$ cat src/rtl/div_remainder_seq_pkg.sv
// rtl/div_remainder_seq_pkg.sv - shared types and constants for the sequential restoring divider
package div_remainder_seq_pkg;

    // Default operand width for quotient, remainder, dividend and divisor
    localparam int DIV_WIDTH = 32;

    // Sequencer states; encodings are fixed so other blocks can decode them
    typedef enum logic [1:0] {
        ST_IDLE = 2'd0,
        ST_INIT = 2'd1,
        ST_ITER = 2'd2,
        ST_DONE = 2'd3
    } div_state_t;

    // Iteration counter width for a given operand width
    function automatic int div_count_w(input int width);
        return (width > 1) ? $clog2(width) : 1;
    endfunction

endpackage

$ cat src/rtl/div_step.sv
// rtl/div_step.sv - one combinational shift/compare/subtract step of the restoring divider
module div_step
    import div_remainder_seq_pkg::*;
#(
    parameter int WIDTH = DIV_WIDTH
) (
    input  logic [2*WIDTH-1:0] rem,
    input  logic [WIDTH-1:0]   divisor,
    output logic [2*WIDTH-1:0] rem_next,
    output logic               q_bit
);

    // Trial value keeps one extra bit so the shifted-out MSB is never lost
    logic [WIDTH:0]   trial;
    logic [WIDTH-1:0] lo_shift;
    logic [WIDTH-1:0] hi_sub;

    assign trial    = rem[2*WIDTH-1:WIDTH-1];
    assign lo_shift = {rem[WIDTH-2:0], 1'b0};
    // Low WIDTH bits of trial-divisor; the result always fits when trial >= divisor
    assign hi_sub   = trial[WIDTH-1:0] - divisor;

    // Restore on a failed compare, otherwise keep the difference and shift in a 1
    always_comb begin
        q_bit    = 1'b0;
        rem_next = {trial[WIDTH-1:0], lo_shift};
        if (trial >= {1'b0, divisor}) begin
            q_bit    = 1'b1;
            rem_next = {hi_sub, lo_shift[WIDTH-1:1], 1'b1};
        end
    end

endmodule

$ cat src/rtl/div_remainder_seq.sv
// rtl/div_remainder_seq.sv - restoring divider sequencer and remainder datapath; optional DIV_BY_ZERO_DETECT_EN
module div_remainder_seq
    import div_remainder_seq_pkg::*;
#(
    parameter int WIDTH = DIV_WIDTH
) (
    input  logic             clk,
    input  logic             rst,
    input  logic             start,
    input  logic [WIDTH-1:0] dividend,
    input  logic [WIDTH-1:0] divisor,
    output logic             divisor_we,
    output logic             busy,
    output logic             done,
    output logic [WIDTH-1:0] quotient,
    output logic [WIDTH-1:0] remainder,
    output logic             div_by_zero
);

    localparam int CW = div_count_w(WIDTH);
    localparam logic [CW-1:0] COUNT_LAST = CW'(WIDTH - 1);

    div_state_t       state;
    div_state_t       state_next;
    logic [CW-1:0]    count;
    logic [2*WIDTH-1:0] rem;
    logic [2*WIDTH-1:0] step_rem;
    logic             step_q_bit;
    logic [WIDTH-1:0] dividend_q;
    logic             accept;
    logic             last_iter;
    logic             zero_skip;

    assign accept    = (state == ST_IDLE) && start;
    assign last_iter = (state == ST_ITER) && (count == COUNT_LAST);

`ifdef DIV_BY_ZERO_DETECT_EN
    // A zero divisor is caught on the first iteration cycle, once the Divisor register has loaded
    assign zero_skip = (state == ST_ITER) && (count == '0) && (divisor == '0);
`else
    assign zero_skip = 1'b0;
`endif

    div_step #(
        .WIDTH (WIDTH)
    ) u_step (
        .rem      (rem),
        .divisor  (divisor),
        .rem_next (step_rem),
        .q_bit    (step_q_bit)
    );

    // State register; reset overrides any pending start or iteration
    always_ff @(posedge clk) begin
        if (rst) begin
            state <= ST_IDLE;
        end else begin
            state <= state_next;
        end
    end

    // Next-state: IDLE -> INIT -> ITER x WIDTH -> DONE -> IDLE
    always_comb begin
        state_next = state;
        case (state)
            ST_IDLE: if (start) state_next = ST_INIT;
            ST_INIT: state_next = ST_ITER;
            ST_ITER: if (zero_skip || last_iter) state_next = ST_DONE;
            ST_DONE: state_next = ST_IDLE;
            default: state_next = ST_IDLE;
        endcase
    end

    // Handshake outputs decoded from the current state
    always_comb begin
        divisor_we = 1'b0;
        busy       = 1'b0;
        done       = 1'b0;
        case (state)
            ST_INIT: begin
                divisor_we = 1'b1;
                busy       = 1'b1;
            end
            ST_ITER: busy = 1'b1;
            ST_DONE: done = 1'b1;
            default: ;
        endcase
    end

    // Operand capture, partial remainder shifting and iteration count
    always_ff @(posedge clk) begin
        if (rst) begin
            dividend_q <= '0;
            rem        <= '0;
            count      <= '0;
        end else begin
            if (accept) begin
                dividend_q <= dividend;
            end
            case (state)
                ST_INIT: begin
                    rem   <= {{WIDTH{1'b0}}, dividend_q};
                    count <= '0;
                end
                ST_ITER: begin
                    if (!zero_skip) begin
                        rem   <= {step_rem[2*WIDTH-1:1], step_q_bit};
                        count <= count + CW'(1);
                    end
                end
                default: ;
            endcase
        end
    end

    // Result registers: cleared by an accepted start, loaded on entry to DONE
    always_ff @(posedge clk) begin
        if (rst) begin
            quotient  <= '0;
            remainder <= '0;
        end else if (accept) begin
            quotient  <= '0;
            remainder <= '0;
        end else if (zero_skip) begin
            quotient  <= '1;
            remainder <= rem[WIDTH-1:0];
        end else if (last_iter) begin
            quotient  <= {step_rem[WIDTH-1:1], step_q_bit};
            remainder <= step_rem[2*WIDTH-1:WIDTH];
        end
    end

`ifdef DIV_BY_ZERO_DETECT_EN
    logic div_by_zero_q;

    // Sticky zero-divisor flag, held until the next accepted start
    always_ff @(posedge clk) begin
        if (rst) begin
            div_by_zero_q <= 1'b0;
        end else if (accept) begin
            div_by_zero_q <= 1'b0;
        end else if (zero_skip) begin
            div_by_zero_q <= 1'b1;
        end
    end

    assign div_by_zero = div_by_zero_q;
`else
    assign div_by_zero = 1'b0;
`endif

endmodule

$ cat config.mk
export PLATFORM = sky130hd
export DESIGN_NAME = div_remainder_seq
export DESIGN_NICKNAME = d
export VERILOG_FILES = /design/src/rtl/div_remainder_seq_pkg.sv /design/src/rtl/div_step.sv /design/src/rtl/div_remainder_seq.sv
export SDC_FILE = /design/constraint.sdc
export NUM_CORES = 1
export LEC_CHECK = 0
export ABC_AREA = 1
export ABC_CLOCK_PERIOD_IN_PS = 2210
export CAP_MARGIN = 20
export CORE_UTILIZATION = 45
export CTS_CLUSTER_DIAMETER = 40
export DETAILED_ROUTE_END_ITERATION = 10
export PLACE_DENSITY = 0.71
export RECOVER_POWER = 100
export SLEW_MARGIN = 20
export SYNTH_ARGS = -nofsm -noshare
export SYNTH_HDL_FRONTEND = slang
export SYNTH_SLANG_ARGS = --single-unit
$ cat constraint.sdc
create_clock -name clk -period 2.21 [get_ports clk]
set_input_delay 0.5525 -clock clk [delete_from_list [all_inputs] [get_ports clk]]
set_output_delay 0.5525 -clock clk [all_outputs]
set_load 0.01 [all_outputs]
==> results.cfg <==
[die]
dieWidth_um = 146.8
die_height_um = 146.8
io_pins = 135
start_util_pct = 46.34
rows = 52
fp.coreArea_um2 = 20360
dieArea_um2 = 21550

[yosys]
synth.distinct_cells = 41
synthXorXnorAreaFrac_pct = 1.392
synth_cells = 1484
synth_top_family_by_area = simple AND/OR/NAND/NOR gates
synth-async-reset-ratio_pct = 0
synthMuxAreaShare_pct = 0
synth.yosys.seq_area_share_pct = 35.43
synth_compound_area_share_pct = 14.37
synth_area_um2 = 9437
avgSynthCellArea_um2 = 6.359
ys_top_cells_by_area = dfxtp_1 35%, nand2_1 15%, inv_1 11%
synth_fa_ha_area_share_pct = 5.383
synth_edf_count = 0
synth_flop_cell = dfxtp_1
synthDominantAreaCellType = dfxtp_1
synth.top_cell.area_share_pct = 35.43
synth_nets = 1591
ys_warn_count = 0
synth-seq-cells = 167
synth-simple-area-share_pct = 29.02

[sta]
slew_violations = 0
whs_ns = 0.4547
rsz0062_at_grt = yes
min_period_ns = 2.250
fin_crit_sh_pct = 101.8
skew_ns = 0.01567
layout_setup_ws_ns = -0.04010
clock.fmax_ghz = 0.4444
hold_viol_final = 0
setup_viol = 4

[clock_tree]
cts_root_buf = clkbuf_16
hold_buffers = 0
h-tree-depth = 4
path_clk_slew_ns = 0.07
cts_sinks = 167
numCtsBuffers = 17
clk_latency_ns = 0.44
cts_buffer_depth = 2
cts_tree = done

[layout]
drive_gt1_share_pct = 25.16
fin_nets = 1843
fillCellCount = 1751
regArea_um2 = 3376
n_antenna_cell = 0
areaGrowthSynthToFinish_pct = 46.99
final_common_cell = nand2_1
final_cell_mix = 298 x nand2_1, 249 x inv_1, 159 x nor2_1
instances_no_fill = 2019
multiInputGateArea_um2 = 5722

[place]
hpwl_um = 19680
gp_congestion = 0.9340
dpl_worst_slack_ns = -0.8017
placed_cells = 1951
io_buffers = 133

[detailed_routing]
vias_per_cell = 5.041
ant_nets = 0
drt_iter0_markers = 556
vias = 10180
drt_wl_total_um = 29650
wl_per_cell_um = 14.69
drt_first_pass_iters = 5
drcViolationCount = 0

[power]
power.internal_mw = 5.923
p_leak_nw = 6.910
p_sw_mw = 3.439
p_sw_share_pct = 36.74
seqPwrFrac_pct = 36.6
power_mw = 9.362
max-vdd-ir-drop_mv = 0.7529
clockPowerShare_pct = 34.0
combinationalPowerShare_pct = 29.4
p_per_area_nw_per_um2 = 675.0

[setup_path]
worst-path-max-fanout = 6
r2r_cells = 15
crit_family = buffers and inverters
cp-start-kind = input port
cpPeakStageDelay_ns = 0.24
setup.worst_path.class = in -> reg
worst-path-stages = 17
crit_slowest_cell = dlygate4sd2_1
crit_chain = dlygate4sd2_1 -> inv_2 -> ha_4 -> nand2_2 -> inv_1 -> nand2_1 -> nand2_1 -> a21oi_2 -> nand2_2 -> a21oi_4 -> buf_12 -> buf_12 -> buf_8 -> nand3b_1 -> and2_4 -> o21ai_2 -> inv_1
reg2reg_slack_ns = -0.02
crit_buf_inv = 7
cp.arrival_ns = 2.57
crit_path_end_kind = register
required_ns = 2.53

[grt]
antenna_found_initial = 0
grt_overflow = 0
grt_pass1_wl_um = 46420
grt.total_usage_pct = 26.87
grt_max_degree = 61
grt_pass1_vias = 9709

[worst_hold_path]
min_delay_path_depth = 2
min_path_type = reg -> reg

[outcome]
status = complete, but fails checks
violations = setup timing

[flow_run]
drv_cap = 0
power groups by stage:
stage               logic (mW)  clock network [mW]  registers, mW
floorplan                 1.68                   0           3.47
global placement          2.58                   0           3.49
detailed placement        2.61                   0           3.50
CTS                       2.72                3.23           3.43
global route              3.02                3.36           3.46
finish                    2.75                3.18           3.43
worst register-to-register path, stage by stage (launching register included):
cell      delay (ns)
dfxtp_2         0.35
ha_4            0.27
nand2_2         0.10
inv_1           0.06
nand2_1         0.08
nand2_1         0.08
a21oi_2         0.14
nand2_2         0.08
a21oi_4         0.14
buf_12          0.13
buf_12          0.12
buf_8           0.11
nand3b_1        0.12
and2_4          0.17
o21ai_2         0.12
inv_1           0.05
Yosys cell counts, drive strengths merged (6+ instances only):
cell / count
and2: 7
nand3: 72
nor2: 177
nand3b: 10
o21ai: 83
nand4: 6
a21oi: 86
nand2: 388
inv: 285
o22ai: 24
dfxtp: 167
o221ai: 7
clkbuf: 50
ha: 39
xor2: 13
a211oi: 31
nor3: 11
buf: 14
layout make-up:
class | count | area share, %
multi-input combinational | 966 | 41.25
sequential | 167 | 24.34
timing repair buffer | 297 | 19.59
inverter | 287 | 7.767
clock buffer | 17 | 3.067
tap | 270 | 2.436
clock inverter | 15 | 1.552
state kept, by name, summed over array words and instances, names as in the netlist:
name / cells
remainder: 32
state: 2
rem: 64
quotient: 32
dividend_q: 32
count: 5
logic make-up (layout without fill, tap and decap cells):
logic type / Yosys count / after routing
and+or+nand+nor: 672 / 672
buffers and inverters: 351 / 616
AOI/OAI and AO/OA: 238 / 238
DFF: 167 / 167
adders and majority gates: 40 / 40
xor gates and xnor gates: 15 / 15
other: 1 / 1
worst paths after layout:
check,to,start
hold / removal,dividend_q[21],dividend_q[21]
setup / recovery,remainder[1],divisor[28]
hold reg to reg,dividend_q[21],dividend_q[21]
setup reg to reg,remainder[1],rem[59]
per-stage QoR:
stage / setup TNS, ns / util [%] / area (µm²)
3_3_place_gp: -45.53 / 58.76 / 11970
5_1_grt: -2.124 / 68.11 / 13870
6_report: -0.07008 / 68.11 / 13870
3_5_place_dp: -45.98 / 58.76 / 11970
2_1_floorplan: 0 / - / 9520
4_1_cts: 0 / 66.13 / 13470
metal layers:
metal,global-route usage (%),wire length [µm]
met5,0,0
met2,46.09,14400
met4,10.31,801
met1,32.95,12700
met3,5.497,1751
timing repair:
item | 4_1_cts | 5_1_grt
resized for setup | 189 | 117
endpoints found under the hold margin | 0 | 0
setup endpoints to repair | 67 | 66
pin swaps | 53 | 34
buffers inserted | 31 | 7
cloned | 0 | 1
No activity file was read; power rests on OpenSTA's default activity.
